$ cat src/rtl/udp_packer_pkg.sv
// Shared types and widths for the UDP TX packetizer.
package udp_packer_pkg;

   typedef enum logic {
      IDLE = 1'b0,
      DATA = 1'b1
   } state_t;

   localparam int CNT_W  = 10;
   localparam int IDLE_W = 16;
   localparam int HDR_W  = 32;

endpackage

$ cat src/rtl/axis_out_reg.sv
// Single-stage AXIS register slice. A load strobe writes a new beat; the beat
// is held stable until the downstream handshake, then the slot empties.
module axis_out_reg #(
   parameter int W = 32
) (
   input  logic         aclk,
   input  logic         aresetn,
   input  logic         load,
   input  logic [W-1:0] load_data,
   input  logic         load_last,
   input  logic         m_tready,
   output logic         m_tvalid,
   output logic [W-1:0] m_tdata,
   output logic         m_tlast
);

   // Output slot: load has priority; otherwise drain on handshake.
   always_ff @(posedge aclk or negedge aresetn) begin
      if (!aresetn) begin
         m_tvalid <= 1'b0;
         m_tdata  <= '0;
         m_tlast  <= 1'b0;
      end else if (load) begin
         m_tvalid <= 1'b1;
         m_tdata  <= load_data;
         m_tlast  <= load_last;
      end else if (m_tready) begin
         m_tvalid <= 1'b0;
         m_tlast  <= 1'b0;
      end
   end

endmodule

$ cat src/rtl/udp_tx_packer.sv
// Packs an unframed 32-bit sample stream into UDP payload packets:
// one sequence-number header word followed by up to MAX_WORDS data words.
// A packet closes when full, after IDLE_TIMEOUT idle cycles, or on flush.
//
//   state | meaning
//   ------+---------------------------------------------------------------
//   IDLE  | no open packet; first accepted word emits the header
//   DATA  | packet open; newest word waits in hold until the next word or close
module udp_tx_packer
   import udp_packer_pkg::*;
#(
   parameter int          MAX_WORDS    = 367,
   parameter int          IDLE_TIMEOUT = 1024,
   parameter logic [31:0] SEQ_INIT     = 32'h0
) (
   input  logic        aclk,
   input  logic        aresetn,
   input  logic [31:0] s_axis_tdata,
   input  logic        s_axis_tvalid,
   output logic        s_axis_tready,
   input  logic        flush,
   output logic [31:0] m_axis_tdata,
   output logic        m_axis_tvalid,
   output logic        m_axis_tlast,
   input  logic        m_axis_tready,
   output logic [31:0] seq_num,
   output logic        pkt_done
);

   state_t             state;
   logic               hold_v;
   logic [31:0]        hold_d;
   logic [CNT_W-1:0]   cnt;
   logic [IDLE_W-1:0]  idle_cnt;
   logic               flush_pend;
   logic               run_en;

   logic               out_free;
   logic               timeout_hit;
   logic               close;
   logic               close_now;
   logic               accept;
   logic               in_ready;
   logic               load;
   logic [HDR_W-1:0]   load_data;
   logic               load_last;

   assign out_free    = !m_axis_tvalid || m_axis_tready;
   assign timeout_hit = (IDLE_TIMEOUT != 0) && (idle_cnt >= IDLE_W'(IDLE_TIMEOUT));
   // A flush in the current cycle already counts so that a word presented
   // alongside it is refused and starts the next packet.
   assign close       = (cnt == CNT_W'(MAX_WORDS)) || flush_pend || flush || timeout_hit;
   assign close_now   = (state == DATA) && hold_v && out_free && close;
   assign accept      = s_axis_tvalid && in_ready;
   assign s_axis_tready = in_ready;
   assign pkt_done    = m_axis_tvalid && m_axis_tready && m_axis_tlast;

   // Input ready and output-slot load selection (close wins over new input).
   always_comb begin
      in_ready  = 1'b0;
      load      = 1'b0;
      load_data = '0;
      load_last = 1'b0;
      if (run_en) begin
         case (state)
            IDLE: begin
               in_ready = out_free;
               if (s_axis_tvalid && out_free) begin
                  load      = 1'b1;
                  load_data = seq_num;
               end
            end
            DATA: begin
               in_ready = !hold_v || (out_free && !close);
               if (close_now) begin
                  load      = 1'b1;
                  load_data = hold_d;
                  load_last = 1'b1;
               end else if (hold_v && out_free && s_axis_tvalid) begin
                  load      = 1'b1;
                  load_data = hold_d;
               end
            end
            default: ;
         endcase
      end
   end

   // Packet FSM: hold word, word count, idle timer, pending flush, sequence number.
   always_ff @(posedge aclk or negedge aresetn) begin
      if (!aresetn) begin
         state      <= IDLE;
         hold_v     <= 1'b0;
         hold_d     <= '0;
         cnt        <= '0;
         idle_cnt   <= '0;
         flush_pend <= 1'b0;
         seq_num    <= SEQ_INIT;
         run_en     <= 1'b0;
      end else begin
         run_en <= 1'b1;
         case (state)
            IDLE: begin
               idle_cnt <= '0;
               if (accept) begin
                  hold_v <= 1'b1;
                  hold_d <= s_axis_tdata;
                  cnt    <= CNT_W'(1);
                  state  <= DATA;
               end
            end
            DATA: begin
               if (close_now) begin
                  hold_v     <= 1'b0;
                  flush_pend <= 1'b0;
                  seq_num    <= seq_num + 32'd1;
                  cnt        <= '0;
                  idle_cnt   <= '0;
                  state      <= IDLE;
               end else begin
                  if (flush)
                     flush_pend <= 1'b1;
                  if (accept) begin
                     hold_v   <= 1'b1;
                     hold_d   <= s_axis_tdata;
                     cnt      <= cnt + CNT_W'(1);
                     idle_cnt <= '0;
                  end else if (hold_v && (idle_cnt != {IDLE_W{1'b1}})) begin
                     idle_cnt <= idle_cnt + IDLE_W'(1);
                  end
               end
            end
            default: state <= IDLE;
         endcase
      end
   end

   axis_out_reg #(
      .W (HDR_W)
   ) u_out (
      .aclk      (aclk),
      .aresetn   (aresetn),
      .load      (load),
      .load_data (load_data),
      .load_last (load_last),
      .m_tready  (m_axis_tready),
      .m_tvalid  (m_axis_tvalid),
      .m_tdata   (m_axis_tdata),
      .m_tlast   (m_axis_tlast)
   );

endmodule
$ cat config.mk
export PLATFORM = sky130hd
export DESIGN_NAME = udp_tx_packer
export DESIGN_NICKNAME = d
export VERILOG_FILES = /design/src/rtl/udp_packer_pkg.sv /design/src/rtl/axis_out_reg.sv /design/src/rtl/udp_tx_packer.sv
export SDC_FILE = /design/constraint.sdc
export NUM_CORES = 1
export LEC_CHECK = 0
export CORE_MARGIN = 1
export CORE_UTILIZATION = 57
export DETAILED_ROUTE_END_ITERATION = 12
export GPL_TIMING_DRIVEN = 0
export PLACE_DENSITY = 0.93
export SLEW_MARGIN = 30
export SYNTH_ARGS = -nofsm -noshare
export SYNTH_HDL_FRONTEND = slang
export SYNTH_SLANG_ARGS = --single-unit
$ cat constraint.sdc
create_clock -name aclk -period 5.3 [get_ports aclk]
set_input_delay 1.06 -clock aclk [delete_from_list [all_inputs] [get_ports aclk]]
set_output_delay 1.06 -clock aclk [all_outputs]
set_load 0.01 [all_outputs]
Word level (Yosys, flattened, before mapping)

Cells that the tools add are included.

$lt $le $gt $ge: 1
Add/sub/neg operators: 3
Reduce and logical (&&, ||, !) cells: 24
Multiply operators: 0
Shift operators: 0
Eq/ne operators: 6
Bitwise operators: 1
Mux-type cells: 37
Div/mod/pow operators: 0

Operator list:

| operator                | number |
|---|---|
| $mux W32                | 6 |
| $pmux W32 S2            | 2 |
| $mux W16                | 3 |
| $add A32 B1 Y32 const B | 1 |
| $pmux W16 S2            | 1 |
| $mux W10                | 3 |
| $pmux W10 S2            | 1 |
| $mux W1                 | 17 |
| $add A16 B1 Y16 const B | 1 |
| $ge A16 B11 Y1 const B  | 1 |
| $ne A16 B16 Y1 const B  | 1 |
| $logic_and A1 B1 Y1     | 11 |
| $add A10 B1 Y10 const B | 1 |
| $eq A10 B9 Y1 const B   | 1 |
| $pmux W1 S2             | 4 |
| $reduce_and A2 Y1       | 3 |
| $logic_or A1 B1 Y1      | 5 |
| $ne A2 B2 Y1 const B    | 2 |
| $ne A4 B1 Y1 const B    | 1 |
| $reduce_bool A2 Y1      | 2 |
| $logic_not A1 Y1        | 3 |
| $ne A3 B1 Y1 const B    | 1 |
| $not A1 Y1              | 1 |

Bits in registers: 128
Memories: 0
Memory bits (read-only): 0
Output and inout bits: 68
RAM bits: 0
Input port bits: 37
Bits in latches: 0

Longest topological paths before layout

Gate-level depths: netlist of run 1.

Depth in word-level cells: 13
Mapped depth: 8

By module

From an unflattened synthesis of run 1, not the netlist that was laid out.

Cell total of the unflattened synthesis: 529
Area total of the unflattened synthesis: 6263.5 um^2

By module, submodules not included:

| module        | cells each | times used | area an instance (um^2) | seq. area each (um^2) |
|---|---|---|---|---|
| udp_tx_packer | 455        | 1          | 4860.9                  | 2352.3 |
| axis_out_reg  | 74         | 1          | 1402.6                  | 850.8 |

Least setup slack after synthesis of run 1

No wires, ideal clock.

Kind: input port to output port
From: input port flush
To: output port s_axis_tready
Path buffers: 0
Setup slack: 2.190 ns
Cell stages on the path: 4
Data required time: 4.240 ns
Arrival: 2.050 ns
Cell sequence: or4_4 o21ai_2 nand3_2 inv_1

Longest elaborated chain between the ends: 7

Ends and longest elaborated chain:

| element                          | RTL line            | RTL |
|---|---|---|
| start, declared                  | udp_tx_packer.sv:21 | `input logic flush,` |
| $logic_or A1 B1 Y1 (2 in series) | udp_tx_packer.sv:52 | `assign close = (cnt == CNT_W'(MAX_WORDS)) \|\| flush_pend \|\| flush \|\| timeout_hit;` |
| $logic_not A1 Y1                 | udp_tx_packer.sv:74 | `in_ready = !hold_v \|\| (out_free && !close);` |
| $logic_and A1 B1 Y1              | udp_tx_packer.sv:74 |  |
| $logic_or A1 B1 Y1               | udp_tx_packer.sv:74 |  |
| $pmux W1 S2                      | udp_tx_packer.sv:65 | `case (state)` |
| $mux W1                          | udp_tx_packer.sv:64 | `if (run_en) begin` |
| end, declared                    | udp_tx_packer.sv:20 | `output logic s_axis_tready,` |

Every way passes these cells.

Worst setup path in the final report of run 1

Ends and elaborated chain as after synthesis.

==> results of run 1 <==
-- area by class of cell --
type,instances,area (um^2)
clock buffer,18,428
clock inverter,14,204
fill,549,2140
inverter,14,52.6
tap,133,166
multi-input combinational,443,2580
sequential,128,3200
buffer,22,101
timing repair buffer,105,1070
-- cell families after synthesis --
| logic type | after synthesis | share of synthesized area, % |
|---|---|---|
| fa+ha+maj | 4 | 0.843 |
| simple gates | 291 | 22.9 |
| mux | 33 | 5.56 |
| compound gates | 71 | 7.78 |
| other cells | 1 | 0.0632 |
| buf+inv | 36 | 2.59 |
| xor+xnor | 43 | 6.34 |
| flops | 128 | 53.9 |
-- per-layer routing --
layer,vias up,global-route usage [%]
li1,2328,-
met1,2625,38.4
met2,347,54.5
met3,78,7.14
met4,0,19.8
met5,-,0
-- how the worst max path moves through the flow --
| stage | slack [ps] | depth (start not counted) | end |
|---|---|---|---|
| after floorplan | 2190 | 4 | s_axis_tready |
| final | 1070 | 6 | s_axis_tready |
| after global placement | -1560 | 1 | idle_cnt[3] |
| after global routing | 1000 | 6 | s_axis_tready |
| after CTS | 1090 | 6 | s_axis_tready |
| after detailed placement | 1100 | 6 | s_axis_tready |
-- synthesized netlist by cell type (all sizes together) (5+ instances only) --
cell type | count | area [um^2]
clkbuf | 9 | 35.0
nand4 | 12 | 81.3
nand2 | 164 | 616
inv | 14 | 52.6
dfrtp | 128 | 3200
buf | 13 | 66.3
and3 | 9 | 56.3
or4 | 5 | 48.8
nor2 | 27 | 101
nor3 | 14 | 70.1
nor4 | 10 | 68.8
nand3 | 30 | 165
o21ai | 39 | 210
mux2i | 33 | 330
xnor2 | 28 | 245
and4 | 5 | 43.8
xor2 | 15 | 131
a21oi | 14 | 70.1
-- power by group through the flow --
stage                     Combinational (uW)  Sequential, uW  Clock (uW)
after floorplan                          632            1460           0
after global placement                  1130            1430           0
after detailed placement                1190            1450           0
after CTS                               1230            1450        1240
after global routing                    1330            1480        1290
final                                   1230            1460        1240
-- stage by stage --
stage,utilization (%),setup WS [ps],hold slack (ps),area [um^2],cells
2_1_floorplan,-,2190,445,5940,607
3_3_place_gp,71.8,-1560,457,7150,844
3_5_place_dp,72.1,1100,462,7180,845
4_1_cts,78.5,1090,477,7810,877
5_1_grt,78.5,1000,492,7810,877
6_report,78.5,1070,472,7810,877
-- flip-flops by register name, indices dropped and copies added, names as in the netlist --
signal / cells
idle_cnt: 16
u_out.m_tlast: 1
flush_pend: 1
cnt: 10
seq_num: 32
state: 1
u_out.m_tvalid: 1
hold_d: 32
run_en: 1
hold_v: 1
u_out.m_tdata: 32
-- worst register-to-register path: stages (launching register included) --
cell	delay (ps)
dfrtp_1	390
ha_1	190
and3_1	320
nand4_2	320
a21oi_1	920
nand4_1	240
xnor2_1	190
==> flow_summary.json, run 1 <==
{
  "run_status": "completed",
  "cp.required_ps": 4240,
  "finalMaxSlewViolations": 0,
  "worst_path_max_delay_cell": "or4_4",
  "reg2reg_from": "cnt[0]",
  "clock_path_buffers": 2,
  "peakVddDrop_v": 0.000234,
  "finalPower_uw": 3920,
  "maxSlewHeadroom_pct": 30.2,
  "crit_family": "buffers and inverters",
  "grt_pass1_wl_mm": 27.5,
  "area_growth_syn_to_layout_pct": 31.5,
  "route.detailed.drc": 0,
  "worstPathMaxFanout": 7,
  "combPwrFrac_pct": 31.4,
  "max_freq_mhz": 236,
  "wl_per_cell_um": 19.2,
  "antenna_found_initial": 0,
  "cts_root_buf": "clkbuf_8",
  "path_common_cell": "clkdlybuf4s50_1",
  "power.leakage_uw": 0.00354,
  "cp_num_buf_inv": 3,
  "cts_setup_buffers": 0,
  "synthesis.area_um2": 5940,
  "final_cell_mix": "164 x nand2_1, 128 x dfrtp_1, 103 x clkdlybuf4s50_1",
  "synth_cells": 607,
  "htreeDepth": 4,
  "finalCriticalPeriod_ps": 4230,
  "yosys_warnings": 0,
  "setup_tns_ps": 0,
  "pin_count": 105,
  "p_int_uw": 2570,
  "final_antenna_net_count": 0,
  "clkLatencyLatePin_ps": 530,
  "hold_buffers": 0,
  "antenna_cells": 0,
  "gr-total-overflow": 0,
  "die_h_um": 104,
  "dieArea_um2": 10800,
  "synth_seq_cells": 128,
  "power.density_nw_per_um2": 503,
  "crit_arrival_ps": 3170,
  "synth_edf_count": 0,
  "viasPerCell": 6.13,
  "startpoint_type": "primary input",
  "grt_setup_unrepaired": "false",
  "skew_ps": 6.73,
  "cts_sinks": 128,
  "path_cells": "clkdlybuf4s50_1 -> or4_4 -> o21ai_2 -> nand3_2 -> inv_1 -> clkdlybuf4s50_1",
  "routedLengthMet1_mm": 6.34,
  "hold_violations": 0,
  "vias": 5378,
  "tritoncts": "built",
  "switching_share_pct": 34.5,
  "numPortBuffers": 104,
  "routed_wl_mm": 16.9,
  "initial_core_util_pct": 59.7,
  "row_count": 36,
  "cpPeakStageDelay_ps": 590,
  "hold_class": "primary input to asynchronous set/reset pin",
  "syn_nets": 648,
  "async_flop_share_pct": 100,
  "p_switching_uw": 1350,
  "cts_made_buffers": 17,
  "worst_pin_slew_ps": 1050,
  "end_kind": "output port",
  "yosysUniqueCellTypes": 50,
  "clockPowerShare_pct": 31.5,
  "cts_resized": 0,
  "wl_met3_mm": 1.28,
  "wl_met2_mm": 8.56,
  "cap_viol_max_count": 0,
  "gp_congestion": 0.862,
  "drt-pass1-iter-count": 5,
  "layout-drive-gt1-share_pct": 8.20,
  "cts.clk_slew.worst_paths_ps": 60,
  "grt_pass1_vias": 5669,
  "p_seq_share_pct": 37.1,
  "final_common_cell": "nand2_1",
  "routed.top_layer": "met4",
  "die_w_um": 104,
  "reg2reg_depth": 6,
  "grtUsageTotal_pct": 32.6,
  "nNetsFinal": 772,
  "dpl.hpwl_mm": 10.5,
  "core_um2": 9950,
  "r2r_slack_ps": 2600,
  "setup_violations": 0,
  "r2r-end": "seq_num[4]",
  "drt_iter0_drc": 484,
  "grt_max_degree": 67,
  "ys_dominant_reg_cell": "dfrtp_1",
  "synth_area_per_cell_um2": 9.78,
  "critPathKind": "primary input to output port",
  "final.period_utilization_pct": 79.8,
  "crit_start": "flush",
  "synth-seq-area-share_pct": 53.9
}
Note: power is estimated with default switching activity, not from simulation.
==> run 2, diff against run 1 <==
- CORE_UTILIZATION: 57 -> 53
- PLACE_DENSITY: 0.93 -> 0.88
- clock period: 5.3 -> 4.15 ns (I/O delays scaled with it)
==> run 2 against run 1 <==
Effect of this change: die area is 7.4% higher; first-iteration DRC count shrank 18%; routed wire length down 8.7%; via count shrank 4.7%; clock power rose by 12%; cell area shrank 0.93%; non-clock buffer count is the same; sequential power rose by 26%; register-to-register slack lost 960 ps; critical path type unchanged; critical endpoint unchanged; largest power group unchanged; highest routed layer unchanged.
==> flow_summary.json, run 2 (same netlist as run 1, synthesis figures left out) <==
{
  "run_status": "completed",
  "n_fill_cell": 780,
  "path_depth": 6,
  "cts_root_buf": "clkbuf_8",
  "path_cells": "clkdlybuf4s50_1 -> or4_4 -> o21ai_2 -> nand3_2 -> inv_1 -> clkdlybuf4s50_1",
  "finalMaxSlewViolations": 0,
  "die_w_um": 108,
  "area_growth_syn_to_layout_pct": 30.3,
  "htreeDepth": 4,
  "gr-total-overflow": 0,
  "worst_path_max_delay_cell": "or4_4",
  "cts_made_buffers": 17,
  "crit_family": "buffers and inverters",
  "clock_path_buffers": 2,
  "cpPeakStageDelay_ps": 600,
  "startpoint_type": "primary input",
  "cp_num_buf_inv": 3,
  "initial_core_util_pct": 54.5,
  "max_freq_mhz": 264,
  "multiInputGateArea_um2": 2580,
  "hold_buffers": 0,
  "p_switching_uw": 1600,
  "cts_resized": 0,
  "cts_sinks": 128,
  "r2r_slack_ps": 1640,
  "crit_arrival_ps": 2960,
  "cts_setup_buffers": 0,
  "maxSlewHeadroom_pct": 42.6,
  "dieArea_um2": 11600,
  "clockPowerShare_pct": 29.1,
  "reg_top3": "hold_d: 32 flops, seq_num: 32 flops, u_out.m_tdata: 32 flops",
  "cp.required_ps": 3320,
  "grt_pass1_vias": 5176,
  "cap_viol_max_count": 0,
  "end_kind": "output port",
  "hold_class": "primary input to asynchronous set/reset pin",
  "peakVddDrop_v": 0.000364,
  "path_common_cell": "clkdlybuf4s50_1",
  "cts.clk_slew.worst_paths_ps": 60,
  "numPlacedInstances": 852,
  "grtUsageTotal_pct": 28.8,
  "worst_pin_slew_ps": 861,
  "final.period_utilization_pct": 91.4,
  "numPortBuffers": 104,
  "wl_per_cell_um": 17.5,
  "row_count": 38,
  "layout-drive-gt1-share_pct": 7.42,
  "finalCriticalPeriod_ps": 3790,
  "combPwrFrac_pct": 32.3,
  "grt_setup_unrepaired": "false",
  "dpl.hpwl_mm": 10.3,
  "core_um2": 10900,
  "switching_share_pct": 33.6,
  "grt_pass1_wl_mm": 25.5,
  "die_h_um": 108,
  "placed_area_um2": 7190,
  "tritoncts": "built",
  "seq_area_um2": 3200,
  "antenna_found_initial": 0,
  "routed_wl_mm": 15.4,
  "final_cell_mix": "164 x nand2_1, 128 x dfrtp_1, 103 x clkdlybuf4s50_1",
  "power.density_nw_per_um2": 617,
  "setup_violations": 0,
  "vias": 5126,
  "skew_ps": 8.13,
  "antenna_cells": 0,
  "viasPerCell": 5.82,
  "worstPathMaxFanout": 7,
  "route.detailed.drc": 0,
  "grt_max_degree": 72,
  "final_common_cell": "nand2_1",
  "drt_iter0_drc": 396,
  "reg2reg_depth": 6,
  "nNetsFinal": 772,
  "p_int_uw": 3170,
  "final_antenna_net_count": 0,
  "drt-pass1-iter-count": 5,
  "hold_violations": 0,
  "pin_count": 105,
  "fin_area_um2": 7740,
  "p_seq_share_pct": 38.6,
  "critPathKind": "primary input to output port",
  "finalNonFillerCells": 881,
  "power.leakage_uw": 0.00351,
  "gp_congestion": 0.884,
  "clkLatencyLatePin_ps": 520
}
-- run 2: cell types whose count changed in the layout (fill, tap and decap cells not counted) --
cell        previous run  this run
bufinv_16              4         2
clkbuf_1               8        11
inv_6                  4         0
clkinv_4               3         1
clkinv_2               0         3
clkbuf_8               2         4
clkinvlp_4             3         0
-- run 2: final timing paths --
path | start | to
worst min-delay path | aresetn | hold_d[29]
worst max register to register | cnt[0] | seq_num[4]
max in group asynchronous | aresetn | seq_num[9]
min in group aclk | hold_d[2] | hold_d[2]
worst min register to register | hold_d[2] | hold_d[2]
worst max-delay path | flush | s_axis_tready
-- run 2: metal layers --
metal  routed length [um]  GRT usage [%]
met2                 7950           49.5
met5                    0              0
met3                  925           6.42
met4                  312           9.98
met1                 6220           35.6
-- run 2: power by group through the flow --
stage / Combinational [uW] / Clock [uW] / Sequential, uW
2_1_floorplan: 807 / 0 / 1870
3_3_place_gp: 1450 / 0 / 1830
3_5_place_dp: 1520 / 0 / 1850
4_1_cts: 1550 / 1400 / 1840
5_1_grt: 1690 / 1460 / 1880
6_report: 1540 / 1390 / 1840
-- run 2: cell type report --
| class | instances | area share, % |
|---|---|---|
| clock inverters | 6 | 1.08 |
| repair buffers | 105 | 13.9 |
| flip-flops and latches | 128 | 41.4 |
| clock buffers | 23 | 6.03 |
| multi-input cells | 443 | 33.4 |
| plain buffers | 22 | 1.31 |
| well taps | 140 | 2.26 |
| inverters | 14 | 0.679 |
-- run 2: metrics by stage --
| step | setup WS (ps) | total power [uW] | hold slack, ps | utilization, % | setup TNS, ps |
|---|---|---|---|---|---|
| after detailed placement | 384 | 3370 | 463 | 66.0 | 0 |
| after global placement | -2540 | 3270 | 457 | 65.7 | -324400 |
| after floorplan | 1500 | 2670 | 445 | - | 0 |
| final | 356 | 4770 | 227 | 71.1 | 0 |
| after global routing | 235 | 5040 | 240 | 71.1 | 0 |
| after CTS | 359 | 4780 | 243 | 71.1 | 0 |
